==> src/rtl/keypad_entry_ctrl.sv <==
// Keypad entry controller: debounces scanner key codes, then edits a 4-digit BCD
// entry buffer (digits, '*' clear, 'A' backspace, '#' submit).
module keypad_entry_ctrl #(
  parameter int unsigned STABLE_CYCLES = 4
) (
  input  logic        clk,
  input  logic        rst_n,
  input  logic [4:0]  key_code,
  output logic        key_strobe,
  output logic [4:0]  last_key,
  output logic [15:0] digits,
  output logic [2:0]  digit_count,
  output logic        entry_valid,
  output logic [15:0] entry_code,
  output logic        error,
  output logic [1:0]  dbg_state
);

  typedef enum logic [1:0] {
    IDLE       = 2'd0,
    PRESS_DB   = 2'd1,
    HELD       = 2'd2,
    RELEASE_DB = 2'd3
  } state_t;

  localparam logic [3:0] STABLE    = 4'(STABLE_CYCLES);
  localparam logic [3:0] STABLE_M1 = 4'(STABLE_CYCLES - 1);

  localparam logic [4:0] KEY_NONE = 5'b11111;
  localparam logic [4:0] KEY_A    = 5'd10;
  localparam logic [4:0] KEY_B    = 5'd11;
  localparam logic [4:0] KEY_C    = 5'd12;
  localparam logic [4:0] KEY_D    = 5'd13;
  localparam logic [4:0] KEY_STAR = 5'b10000;
  localparam logic [4:0] KEY_ZERO = 5'b10001;
  localparam logic [4:0] KEY_HASH = 5'b10010;

  state_t     state, state_n;
  logic [4:0] cand, cand_n;
  logic [3:0] stab_cnt, stab_n;
  logic [3:0] rel_cnt, rel_n;
  logic       key_valid;
  logic       accept;
  logic [3:0] bcd;

  // Codes 0, 14, 15 and 19..30 carry no key and behave exactly like "none".
  assign key_valid = ((key_code >= 5'd1) && (key_code <= 5'd13)) ||
                     ((key_code >= 5'd16) && (key_code <= 5'd18));

  assign bcd       = (cand == KEY_ZERO) ? 4'd0 : cand[3:0];
  assign dbg_state = state;

  always_ff @(posedge clk) begin
    if (!rst_n) begin
      state    <= IDLE;
      cand     <= KEY_NONE;
      stab_cnt <= 4'd0;
      rel_cnt  <= 4'd0;
    end else begin
      state    <= state_n;
      cand     <= cand_n;
      stab_cnt <= stab_n;
      rel_cnt  <= rel_n;
    end
  end

  always_comb begin
    state_n = state;
    cand_n  = cand;
    stab_n  = stab_cnt;
    rel_n   = rel_cnt;
    accept  = 1'b0;
    case (state)
      IDLE: begin
        if (key_valid) begin
          cand_n  = key_code;
          stab_n  = 4'd1;
          state_n = PRESS_DB;
        end
      end
      PRESS_DB: begin
        if (!key_valid) begin
          stab_n  = 4'd0;
          state_n = IDLE;
        end else if (key_code == cand) begin
          // This sample is the STABLE_CYCLES-th identical one.
          if (stab_cnt >= STABLE_M1) begin
            accept  = 1'b1;
            stab_n  = STABLE;
            state_n = HELD;
          end else begin
            stab_n = stab_cnt + 4'd1;
          end
        end else begin
          cand_n = key_code;
          stab_n = 4'd1;
        end
      end
      HELD: begin
        if (!key_valid) begin
          rel_n   = 4'd1;
          state_n = RELEASE_DB;
        end
      end
      RELEASE_DB: begin
        if (key_valid) begin
          rel_n   = 4'd0;
          state_n = HELD;
        end else if (rel_cnt >= STABLE_M1) begin
          rel_n   = STABLE;
          stab_n  = 4'd0;
          state_n = IDLE;
        end else begin
          rel_n = rel_cnt + 4'd1;
        end
      end
      default: state_n = IDLE;
    endcase
  end

  // Entry buffer and output pulses, all registered off the accept decision.
  always_ff @(posedge clk) begin
    if (!rst_n) begin
      key_strobe  <= 1'b0;
      last_key    <= KEY_NONE;
      digits      <= 16'h0000;
      digit_count <= 3'd0;
      entry_valid <= 1'b0;
      entry_code  <= 16'h0000;
      error       <= 1'b0;
    end else begin
      key_strobe  <= 1'b0;
      entry_valid <= 1'b0;
      error       <= 1'b0;
      if (accept) begin
        key_strobe <= 1'b1;
        last_key   <= cand;
        case (cand)
          KEY_STAR: begin
            digits      <= 16'h0000;
            digit_count <= 3'd0;
          end
          KEY_HASH: begin
            if (digit_count == 3'd4) begin
              entry_valid <= 1'b1;
              entry_code  <= digits;
              digits      <= 16'h0000;
              digit_count <= 3'd0;
            end else begin
              error <= 1'b1;
            end
          end
          KEY_A: begin
            if (digit_count != 3'd0) begin
              digits      <= {4'h0, digits[15:4]};
              digit_count <= digit_count - 3'd1;
            end else begin
              error <= 1'b1;
            end
          end
          KEY_B, KEY_C, KEY_D: begin
          end
          default: begin
            if (digit_count < 3'd4) begin
              digits      <= {digits[11:0], bcd};
              digit_count <= digit_count + 3'd1;
            end else begin
              error <= 1'b1;
            end
          end
        endcase
      end
    end
  end

endmodule

==> config.mk <==
export PLATFORM = sky130hd
export DESIGN_NAME = keypad_entry_ctrl
export DESIGN_NICKNAME = d
export VERILOG_FILES = /design/src/rtl/keypad_entry_ctrl.sv
export SDC_FILE = /design/constraint.sdc
export NUM_CORES = 1
export LEC_CHECK = 0
export ABC_AREA = 0
export ABC_CLOCK_PERIOD_IN_PS = 6130
export BUFFER_PORTS_ARGS = -buffer_cell sky130_fd_sc_hd__buf_4
export CORE_ASPECT_RATIO = 0.5
export CORE_MARGIN = 3
export CORE_UTILIZATION = 52
export CTS_CLUSTER_SIZE = 8
export DETAILED_ROUTE_END_ITERATION = 7
export PLACE_DENSITY = 0.76
export SYNTH_ARGS = -nofsm -noshare
export SYNTH_HDL_FRONTEND = slang
export SYNTH_SLANG_ARGS = --single-unit
==> constraint.sdc <==
create_clock -name clk -period 6.13 [get_ports clk]
set_input_delay 1.5325 -clock clk [delete_from_list [all_inputs] [get_ports clk]]
set_output_delay 1.5325 -clock clk [all_outputs]
set_load 0.05 [all_outputs]
Word-level counts from Yosys, hierarchy flattened

Cells that the tools add are included.

Register bits after elaboration: 58
Input port bits: 7
Word-level logic and storage cells: 107

Add/sub/neg operators: 4
$lt $le $gt $ge: 7
Equality and inequality tests: 23
Muxes and demuxes: 42
Bitwise logic cells: 1
Reductions and logical operators: 19

Operators by type and width:

| cell                  | count |
|---|---|
| $pmux W16 S4          | 1 |
| $mux W16              | 3 |
| $mux W4               | 10 |
| $eq A5 B4 Y1 const B  | 4 |
| $ne A2 B2 Y1 const B  | 8 |
| $eq A5 B5 Y1 const B  | 3 |
| $mux W5               | 3 |
| $mux W2               | 7 |
| $pmux W3 S4           | 1 |
| $pmux W4 S3           | 1 |
| $pmux W5 S2           | 1 |
| $reduce_and A5 Y1     | 2 |
| $mux W1               | 9 |
| $mux W3               | 3 |
| $ne A3 B3 Y1 const B  | 3 |
| $add A4 B1 Y4 const B | 2 |
| $ge A4 B2 Y1 const B  | 2 |
| $pmux W2 S4           | 1 |
| $pmux W4 S2           | 1 |
| $reduce_and A4 Y1     | 2 |
| $reduce_and A3 Y1     | 2 |
| $reduce_bool A3 Y1    | 2 |
| $eq A5 B5 Y1          | 1 |
| $ge A5 B1 Y1 const B  | 1 |
| 19 further kinds      | 23 |

Logic depth before layout (Yosys ltp)

Gate-level depths: netlist of run 1.

Depth after elaboration: 6
Gate-level depth with buffers: 13
Gate-level depth less buffers: 9

Worst setup path before layout of run 1

Ideal clock, no wire load.

Kind: input -> register
From: input key_code[1]
To: register entry_code[10]
Library setup time: 0.072 ns
Arrival time: 3.066 ns
Required time: 6.058 ns
Slack: 2.992 ns
Stages on the path: 6
Buffers on the path: 1
Cell sequence: a21o_1 > a22o_1 > or3_1 > nor3_4 > buf_12 > mux2i_1

Word-level cells in the longest chain between the ends: 6

RTL lines:

| what                                       | line   | source |
|---|---|---|
| start: declaration                         | 8      | `input logic [4:0] key_code,` |
| $ge A5 B1 Y1, or another cell as far along | 47     | `assign key_valid = ((key_code >= 5'd1) && (key_code <= 5'd13)) \|\|` |
| $logic_and A1 B1 Y1 (on tied branches)     | 47, 48 |  |
| $logic_or A1 B1 Y1                         | 47     |  |
| $mux W1 *                                  | 82     | `if (!key_valid) begin` |
| $mux W1 *                                  | 73     | `case (state)` |
| $reduce_and A3 Y1 (no source line) *       | -      |  |
| end signal: assignment                     | 146    | `entry_code <= digits;` |
| end: declaration                           | 14     | `output logic [15:0] entry_code,` |

Every way passes the cells marked *; elsewhere a longest branch is shown, timed or not.
A chain may end at the register's enable or synchronous reset.

Final worst setup path of run 1

From: input key_code[4]
To: register digits[11]

Word-level cells in the longest chain between the ends: 6

RTL lines:

| what                                       | line   | source |
|---|---|---|
| $ge A5 B1 Y1, or another cell as far along | 47     |  |
| $logic_and A1 B1 Y1 (on tied branches)     | 47, 48 |  |
| $logic_or A1 B1 Y1                         | 47     |  |
| $mux W1 *                                  | 82     |  |
| $mux W1 *                                  | 73     |  |
| $reduce_and A5 Y1 (no source line) *       | -      |  |
| end signal: assignment                     | 155    | `digits <= {4'h0, digits[15:4]};` |
| end signal: assignment                     | 165    | `digits <= {digits[11:0], bcd};` |
| end: declaration                           | 11     | `output logic [15:0] digits,` |

Marks and branches as above.

==> summary.md, run 1 <==
| Metric | Value |
|---|---|
| GRT Resource Usage Total | `21.25%` |
| Sink Count | `58` |
| Final Instance Count excl. Fillers | `420` |
| Vias/cell | `5.533` |
| Initial Utilization | `57.98%` |
| Final WL | `6.190 mm` |
| Share of cells above drive strength 1 | `roughly a fifth` |
| Synthesis Warnings | `0` |
| Netlist cell types | `49` |
| Setup bufs post-CTS | `0` |
| CTS resizes | `0` |
| Largest net degree at the start of global routing | `74` |
| Fin crit period | `~3.6 ns` |
| Num CTS Buffers | `9` |
| Top FF cell, synth | `dfxtp_1` |
| Hold-fix buffers, CTS | `0` |
| Status | `completed` |
| Mapped cell area | `2738 um^2` |
| Dpl cells | `405` |
| Clock-pin slew on the worst setup and hold paths | `0.06 ns` |
| DPL Wire Length | `4.334 mm` |
| Multiplexer share of the synthesized area | `12.43%` |
| Mean Syn Cell Area | `8.860 um^2` |
| R2R depth | `9` |
| Fin crit share | `58.18%` |
| Top cells by count, synth | `nand2_1, dfxtp_1, mux2i_1, nand3_1, clkbuf_1` |
| Crit-path max FO | `19` |
| ANT cells | `0` |
| Kind of end point of the critical path | `flip-flop` |
| Die ar. | `6224 um^2` |
| Cell with the most instances after synthesis | `nand2_1` |
| Top cell type's share of synthesized area | `between 40% and 50%` |
| Startpoint Class | `input port` |
| Die Y-Extent | `57.31 um` |
| Critical Path RT | `between 6 and 7 ns` |
| Core area | `4722 um^2` |
| Area share of fa/ha/maj cells after synthesis | `under 10%` |
| Fmax | `0.2804 GHz` |
| Worst hold stages | `2` |
| Fin area | `3271 um^2` |
| Clock Root Buffer | `clkbuf_8` |
| Vias in the first global route | `2211` |
| Critical Path AT | `3.82 ns` |
| Fin. Hold Viols | `0` |
| Syn Inst Count | `just over 300` |
| FFs w/ async S/R, synth | `0%` |
| Worst slew margin relative to its limit | `29.62%` |
| Remaining global-route overflow | `0` |
| Synth Area in Compound Gates | `roughly an eighth` |
| Routed WL per cell | `14.74 um` |
| # setup viols final | `0` |
| TNS Setup | `0 ns` |
| DP Area | `3082 um^2` |
| Maxcap violations | `0` |
| PortBufs | `51` |
| Clk_lat worst skew | `0.34 ns` |
| Via Count | `2324` |
| H-tree levels | `3` |
| Drt first pass iters | `4` |
| Post-Syn Nets | `320` |
| Dominant cell type by area after synthesis | `dfxtp_1` |
| First-pass GRT wire length | `between 10 and 15 mm` |
| P_leak | `1.266 nW` |
| Area delta synth->final | `19.47%` |
| Post-synth EDFFs | `0` |
| Kind of critical path | `input port to flip-flop` |
| Number of remaining DRC errors | `0` |
| Initial antenna violation count | `0` |
| Main combinational cell family by area after synthesis | `simple AND/OR/NAND/NOR gates` |
| Seq/Total Area, Yosys | `~42%` |
| Min-Delay Path Class | `flip-flop to flip-flop` |
| RSZ-0062 raised after global routing | `false` |
| Synth Area in XOR/XNOR | `2.239%` |
| Maximum vdd drop | `0.1568 mV` |
| Routability cong. | `~0.85` |
| # IOs | `52` |
| Top cells by area, synth | `dfxtp_1, mux2i_1, nand2_1, nand3_1, a22o_1` |
| Register Area | `around 1200 um^2` |
| Site row count | `17` |
| Multi-input gate area | `1399 um^2` |
| PD cells | `237.4 nW/um^2` |
| Max-slew violations | `0` |
| Die width | `108.6 um` |
| Slew @ Worst Pin | `1.056 ns` |
| Clk buf depth | `2` |
| CTS tree | `built` |
| Max Clock Skew | `0.006649 ns` |
| Fill cells | `388` |
| Final nets | `361` |
| Simple-gate share of the synthesized area | `22.35%` |
| Yosys reg bits | `58` |
| Antenna-violating nets left | `0` |
| Number of DRC markers in iteration 0 | `approximately 160` |
==> path summary, 6_finish.rpt <==
check / slack (ns) / startpoint / endpoint
setup reg to reg: 2.74 / cand[1] / digits[11]
setup / recovery: 2.56 / key_code[4] / digits[11]
hold / removal: 0.45 / stab_cnt[3] / stab_cnt[3]
hold reg to reg: 0.45 / stab_cnt[3] / stab_cnt[3]
==> layout by cell type, fill, tap and decap left out, types with 2 or more instances in the layout <==
cell type and count:
a21o_1 2, nand3_1 26, mux2i_1 34, o32ai_1 2, a2bb2oi_1 2, ha_1 3
dfxtp_1 58, clkbuf_8 13, o211ai_1 2, o22ai_1 2, buf_4 53, a21oi_1 8
a22o_1 9, nor2b_1 3, xor2_1 6, clkinv_2 2, or3_1 2, nand2_1 63
nor3_1 5, o21ai_0 14, and3_1 2, o31ai_1 2, inv_1 11, nor2_1 8
==> per-stage QoR <==
stage	utilization (%)	power (mW)	hold slack [ns]	worst slack [ns]
after global routing	69.26	0.8070	0.4778	2.419
after floorplan	-	0.4390	0.4229	2.992
after global placement	65.26	0.4492	0.4391	2.299
final	69.26	0.7764	0.4494	2.563
after CTS	69.26	0.7818	0.4519	2.575
after detailed placement	65.26	0.4514	0.4417	2.221
==> state kept, by name, indices dropped and copies added (netlist names), 3 cells and up, named ones only <==
signal,flops
entry_code,16
digits,16
digit_count,3
cand,5
stab_cnt,4
last_key,5
rel_cnt,4
==> metal layers <==
metal / track usage [%] / up-vias / wire length, um
met5: 0 / - / 0
met1: 27.39 / 1084 / 2922
li1: - / 1167 / -
met3: 6.667 / 8 / 387
met2: 33.54 / 65 / 2800
met4: 8.273 / 0 / 79
==> final cells by class <==
class / instances / share of cell area (%)
clock buffer: 13 / 5.471
clock inverter: 2 / 0.3060
inverter: 11 / 1.262
multi-input combinational: 217 / 42.77
sequential: 58 / 35.50
tap: 66 / 2.525
timing repair buffer: 53 / 12.17
==> cells by family after synthesis <==
logic type,after synthesis
flops,58
simple gates,124
xor+xnor,7
compound gates,48
buf+inv,34
fa+ha+maj,4
mux,34
==> report_power, final <==
group | total [mW] | internal (mW) | switching (mW) | leakage (nW)
logic | 0.0516 | 0.0190 | 0.0325 | 0.696
registers | 0.392 | 0.381 | 0.0112 | 0.469
clock network | 0.332 | 0.187 | 0.145 | 0.101
==> critical path, cell delays in order <==
cell,delay [ns]
buf_4,0.13
xor2_1,0.16
nor4_4,0.35
and4b_1,0.40
and4_1,0.95
mux2i_1,0.29
(Power assumes the default switching activity.)
==> run 2: changes to the inputs <==
--- a/config.mk
+++ b/config.mk
@@ -6,14 +6,14 @@
 export NUM_CORES = 1
 export LEC_CHECK = 0
 export ABC_AREA = 0
-export ABC_CLOCK_PERIOD_IN_PS = 6130
+export ABC_CLOCK_PERIOD_IN_PS = 2900
 export BUFFER_PORTS_ARGS = -buffer_cell sky130_fd_sc_hd__buf_4
 export CORE_ASPECT_RATIO = 0.5
 export CORE_MARGIN = 3
-export CORE_UTILIZATION = 52
+export CORE_UTILIZATION = 49
 export CTS_CLUSTER_SIZE = 8
 export DETAILED_ROUTE_END_ITERATION = 7
-export PLACE_DENSITY = 0.76
+export PLACE_DENSITY = 0.75
 export SYNTH_ARGS = -nofsm -noshare
 export SYNTH_HDL_FRONTEND = slang
 export SYNTH_SLANG_ARGS = --single-unit
==> constraint.sdc (replaced) <==
create_clock -name clk -period 2.9 [get_ports clk]
set_input_delay 0.725 -clock clk [delete_from_list [all_inputs] [get_ports clk]]
set_output_delay 0.725 -clock clk [all_outputs]
set_load 0.05 [all_outputs]
==> run 2 against run 1 <==
Net effect: register-to-register slack worse by 2.2 ns; non-clock buffer count up 8; cell count up 3.1%; count of clock-buffer cells in the layout down 2; combinational power up 150%; global-route usage down 0.50 points.
==> summary.md, run 2 (synthesis gave the netlist of run 1 again) <==
| Metric | Value |
|---|---|
| Initial antenna violation count | `0` |
| Crit-path max cell delay | `0.48 ns` |
| Maxcap violations | `0` |
| Final nets | `369` |
| Largest net degree at the start of global routing | `between 70 and 80` |
| Clk buf depth | `2` |
| Worst slack at placement | `0.3993 ns` |
| Remaining global-route overflow | `0` |
| Commonest non-fill, non-tap cell in the layout | `nand2_1` |
| Hold-fix buffers, CTS | `0` |
| Kind of end point of the critical path | `flip-flop` |
| Slowest CP cell | `nor3b_1` |
| Fin crit share | `81.25%` |
| Dpl cells | `417` |
| CTS tree | `built` |
| # IOs | `52` |
| Crit-path max FO | `19` |
| Antenna-violating nets left | `0` |
| # setup viols final | `0` |
| Fin area | `3391 um^2` |
| Initial Utilization | `a little over half` |
| Die ar. | `6574 um^2` |
| Final setup margin | `between 0.5 and 0.6 ns` |
| Final Instance Count excl. Fillers | `433` |
| Die Y-Extent | `approximately 60 um` |
| Status | `completed` |
| Fin. Hold Viols | `0` |
| Share of cells above drive strength 1 | `between 20 and 25%` |
| Maximum vdd drop | `0.2819 mV` |
| Clk_lat worst skew | `roughly 0.34 ns` |
| GRT Resource Usage Total | `between 20% and 30%` |
| Most frequent cells in the layout | `nand2_1, buf_4, dfxtp_1` |
| Largest regs | `digits: 16 flops, entry_code: 16 flops` |
| Clock Root Buffer | `clkbuf_8` |
| Die width | `111.7 um` |
| Drt first pass iters | `5` |
| Core area | `5157 um^2` |
| Final core occ | `between 60% and 70%` |
| Max Clock Skew | `just over 0.01 ns` |
| ANT cells | `0` |
| Final WL | `about 6.5 mm` |
| Slew @ Worst Pin | `0.6715 ns` |
| Crit-path most repeated cell | `inv_1` |
| Number of DRC markers in iteration 0 | `115` |
| Number of remaining DRC errors | `0` |
| Vias/cell | `5.531` |
| CTS resizes | `0` |
| Kind of critical path | `flip-flop to flip-flop` |
| RSZ-0062 raised after global routing | `false` |
| Startpoint Class | `flip-flop` |
| Worst slew margin relative to its limit | `55.24%` |
| Routed WL per cell | `~15 um` |
| DPL Wire Length | `approximately 4.7 mm` |
| H-tree levels | `3` |
| TNS Setup | `0 ns` |
| Clock-pin slew on the worst setup and hold paths | `0.06 ns` |
| Num CTS Buffers | `9` |
| Max-slew violations | `0` |
| Vias in the first global route | `between 2000 and 2500` |
| Fmax | `0.4244 GHz` |
| PortBufs | `between 50 and 60` |
| Routability cong. | `a little under 0.9` |
| Site row count | `18` |
| Via Count | `about 2400` |
| Crit-path cells | `nor3b_1 -> and2_1 -> inv_1 -> ha_1 -> inv_1 -> a21oi_1 -> o22ai_1 -> and4_1 -> buf_12 -> mux2i_1` |
| Fin crit period | `2.356 ns` |
| Critical Path AT | `2.61 ns` |
| PD cells | `518.8 nW/um^2` |
| Area delta synth->final | `23.86%` |
| Sink Count | `58` |
| Critical Path RT | `between 3 and 4 ns` |
| Setup bufs post-CTS | `0` |
| Min-Delay Path Class | `flip-flop to flip-flop` |
| DP Area | `3172 um^2` |
| P_leak | `1.319 nW` |
| First-pass GRT wire length | `10.79 mm` |
## run 2: cell types whose count changed in the layout (fill, tap and decap cells not counted)
cell	change
bufinv_16	+2
buf_4	+6
buf_12	+2
clkbuf_8	-3
clkbuf_1	+1
clkinvlp_4	+1
## run 2: power breakdown
| group | total [mW] | internal (mW) | switching, mW |
|---|---|---|---|
| registers | 0.820 | 0.806 | 0.0142 |
| logic | 0.127 | 0.0468 | 0.0802 |
| clock network | 0.812 | 0.504 | 0.308 |
## run 2: worst max-delay path: cells and delay by family, from the launching register on
| kind | cells | cell delay, ns |
|---|---|---|
| buf+inv | 3 | 0.34 |
| flops | 1 | 0.33 |
| simple gates | 3 | 0.96 |
| mux | 1 | 0.21 |
| fa+ha+maj | 1 | 0.21 |
| compound gates | 2 | 0.20 |
## run 2: final timing paths
path,startpoint,to,slack [ns],cells after the start
max,cand[1],digits[12],0.54,10
min,entry_code[7],entry_code[7],0.46,2
max reg2reg,cand[1],digits[12],0.54,10
min reg2reg,entry_code[7],entry_code[7],0.46,2
## run 2: per-layer routing
layer,vias to the layer above,share of wire (%),GRT usage [%]
li1,1174,-,-
met1,1136,46,26.92
met2,72,46,33.90
met3,13,7.0,5.749
met4,0,1.5,7.279
met5,-,0,0
## run 2: stage by stage
stage | hold WS [ns] | power (mW)
after floorplan | 0.4229 | 0.9280
after global placement | 0.4389 | 0.9597
after detailed placement | 0.4461 | 0.9638
after CTS | 0.4563 | 1.777
after global routing | 0.4801 | 1.822
final | 0.4581 | 1.759
## run 2: cell type report
| cell class | instances | area (um^2) |
|---|---|---|
| Clock buffer | 11 | 141.4 |
| Sequential cell | 58 | 1161 |
| Clock inverter | 5 | 77.57 |
| Multi-Input combinational cell | 217 | 1399 |
| Timing Repair Buffer | 61 | 483.0 |
| Fill cell | 444 | 1767 |
| Tap cell | 70 | 87.58 |
| Inverter | 11 | 41.29 |
==> run 3: changes to the inputs <==
--- a/config.mk
+++ b/config.mk
@@ -6,14 +6,14 @@
 export NUM_CORES = 1
 export LEC_CHECK = 0
 export ABC_AREA = 0
-export ABC_CLOCK_PERIOD_IN_PS = 2900
+export ABC_CLOCK_PERIOD_IN_PS = 2420
 export BUFFER_PORTS_ARGS = -buffer_cell sky130_fd_sc_hd__buf_4
 export CORE_ASPECT_RATIO = 0.5
 export CORE_MARGIN = 3
-export CORE_UTILIZATION = 49
+export CORE_UTILIZATION = 52
 export CTS_CLUSTER_SIZE = 8
 export DETAILED_ROUTE_END_ITERATION = 7
-export PLACE_DENSITY = 0.75
+export PLACE_DENSITY = 0.76
 export SYNTH_ARGS = -nofsm -noshare
 export SYNTH_HDL_FRONTEND = slang
 export SYNTH_SLANG_ARGS = --single-unit
==> constraint.sdc (replaced) <==
create_clock -name clk -period 2.42 [get_ports clk]
set_input_delay 0.605 -clock clk [delete_from_list [all_inputs] [get_ports clk]]
set_output_delay 0.605 -clock clk [all_outputs]
set_load 0.05 [all_outputs]
==> run 3 against run 2 <==
Net effect: first-iteration DRC count up 2.6%; die area fell by 5.3%; via count down 1.5%; flip-flop and latch count unchanged; largest cell class unchanged; sequential share of layout area fell by 0.25 points; clock power is 11% higher; sequential power is 19% higher; hold slack got worse by 0.0092 ns; count of clock-buffer cells in the layout is the same; power increased by 16%; cell count increased by 0.46%.
==> summary.md, run 3 (synthesis gave the netlist of run 1 again) <==
| Metric | Value |
|---|---|
| Sw Ratio | `a little under a quarter` |
| Final core occ | `72.34%` |
| Fill cells | `361` |
| Share of power burned in combinational logic | `7.9%` |
| Fin. Hold Viols | `0` |
| Drt first pass iters | `4` |
| Number of remaining DRC errors | `0` |
| GRT Resource Usage Total | `20.94%` |
| DP Area | `around 3200 um^2` |
| Die width | `108.6 um` |
| Crit-path max FO | `15` |
| Status | `completed` |
| Setup bufs post-CTS | `0` |
| Fin crit period | `2.173 ns` |
| ANT cells | `0` |
| TNS Setup | `0 ns` |
| Clk buf depth | `2` |
| Register Area | `1161 um^2` |
| Site row count | `17` |
| Fin area | `roughly 3400 um^2` |
| Critical Path AT | `2.43 ns` |
| PD cells | `about 600 nW/um^2` |
| Crit-path most repeated cell | `inv_1` |
| H-tree levels | `3` |
| Initial antenna violation count | `0` |
| Hold-fix buffers, CTS | `0` |
| PortBufs | `51` |
| Die Y-Extent | `57.31 um` |
| Clock share of power | `between 40% and 50%` |
| Largest net degree at the start of global routing | `47` |
| Routed WL per cell | `14.32 um` |
| Area delta synth->final | `24.77%` |
| Final WL | `6.230 mm` |
| Routability cong. | `0.9105` |
| Psw | `0.4889 mW` |
| P_leak | `approximately 1.3 nW` |
| CTS resizes | `0` |
| First-pass GRT wire length | `10.21 mm` |
| Kind of end point of the critical path | `flip-flop` |
| Maxcap violations | `0` |
| Share of cells above drive strength 1 | `23.85%` |
| Vias in the first global route | `2152` |
| Die ar. | `between 6000 and 7000 um^2` |
| CTS tree | `built` |
| Number of DRC markers in iteration 0 | `118` |
| Kind of critical path | `flip-flop to flip-flop` |
| DPL Wire Length | `approximately 4.4 mm` |
| Worst slew margin relative to its limit | `69.37%` |
| Slew @ Worst Pin | `0.4595 ns` |
| Clock Root Buffer | `clkbuf_8` |
| Fin crit share | `89.77%` |
| Vias/cell | `5.423` |
| Worst hold stages | `2` |
| Antenna-violating nets left | `0` |
| Min-Delay Path Class | `flip-flop to flip-flop` |
| Seq pwr share | `~48%` |
| Maximum vdd drop | `0.4064 mV` |
| Critical Path RT | `approximately 2.7 ns` |
| Commonest non-fill, non-tap cell in the layout | `buf_4` |
| Clock-pin slew on the worst setup and hold paths | `0.07 ns` |
| Multi-input gate area | `1399 um^2` |
| # setup viols final | `0` |
| Max Clock Skew | `about 0.0098 ns` |
| Final nets | `375` |
| Clk_lat worst skew | `between 0.3 and 0.4 ns` |
| Most frequent cells in the layout | `buf_4, nand2_1, dfxtp_1` |
| R2R depth | `10` |
| # IOs | `52` |
| RSZ-0062 raised after global routing | `false` |
| Sink Count | `58` |
| Largest regs | `digits: 16 flops, entry_code: 16 flops` |
| Max-slew violations | `0` |
| Slowest CP cell | `dfxtp_1` |
| Fmax | `0.4603 GHz` |
| Via Count | `2359` |
| Startpoint Class | `flip-flop` |
| Crit-path max cell delay | `0.44 ns` |
| Core area | `4722 um^2` |
| Num CTS Buffers | `9` |
| Crit-path cells | `nor2b_1 -> and2_1 -> inv_1 -> ha_1 -> inv_1 -> a21oi_1 -> o22ai_1 -> and4_1 -> buf_12 -> mux2i_1` |
| Remaining global-route overflow | `0` |
| Initial Utilization | `around 58%` |
| Internal Power | `1.552 mW` |
[run 3: cell types whose count changed in the layout (fill, tap and decap cells not counted), sizes merged]
| cell | before | now |
|---|---|---|
| clkinv | 2 | 3 |
| buf | 61 | 67 |
| bufinv | 2 | 1 |
[run 3: per-stage QoR]
stage / hold WS (ns) / power [mW] / instances / worst slack [ns]
after detailed placement: 0.4407 / 1.159 / 419 / 0.1553
after global routing: 0.4768 / 2.126 / 435 / 0.09279
after CTS: 0.4509 / 2.062 / 435 / 0.2616
final: 0.4489 / 2.041 / 435 / 0.2475
after global placement: 0.4346 / 1.154 / 419 / 0.2072
after floorplan: 0.4229 / 1.112 / 309 / 0.09019
[run 3: power by group through the flow]
stage,sequential (mW),combinational [mW],clock [mW]
6_report,0.979,0.162,0.900
5_1_grt,0.980,0.177,0.969
4_1_cts,0.978,0.160,0.925
3_5_place_dp,1.00,0.160,0
3_3_place_gp,0.999,0.156,0
2_1_floorplan,0.995,0.118,0
[run 3: worst paths after layout]
check / slack (ns) / startpoint / end
worst max-delay path: 0.25 / cand[4] / digits[2]
worst min register to register: 0.45 / stab_cnt[3] / stab_cnt[3]
worst min-delay path: 0.45 / stab_cnt[3] / stab_cnt[3]
worst max register to register: 0.25 / cand[4] / digits[2]
[run 3: worst max-delay path: cells and delay by family, from the launching register on]
family                     cells  cell delay, ns
buffers and inverters          3            0.33
muxes                          1            0.20
adders and majority gates      1            0.20
DFF                            1            0.44
AOI/OAI and AO/OA              2            0.20
and+or+nand+nor                3            0.72
[run 3: per-layer routing]
| layer | global-route usage (%) | vias up | share of wire (%) |
|---|---|---|---|
| li1 | - | 1190 | - |
| met1 | 27.87 | 1112 | 49 |
| met2 | 31.69 | 50 | 44 |
| met3 | 6.893 | 7 | 6.0 |
| met4 | 8.094 | 0 | 1.1 |
| met5 | 0 | - | 0 |
[run 3: area by class of cell]
class | count | share of cell area, %
multi-input combinational | 217 | 40.95
sequential | 58 | 33.99
timing repair buffer | 67 | 15.46
clock buffer | 11 | 4.432
tap | 66 | 2.418
clock inverter | 5 | 1.538
inverter | 11 | 1.209
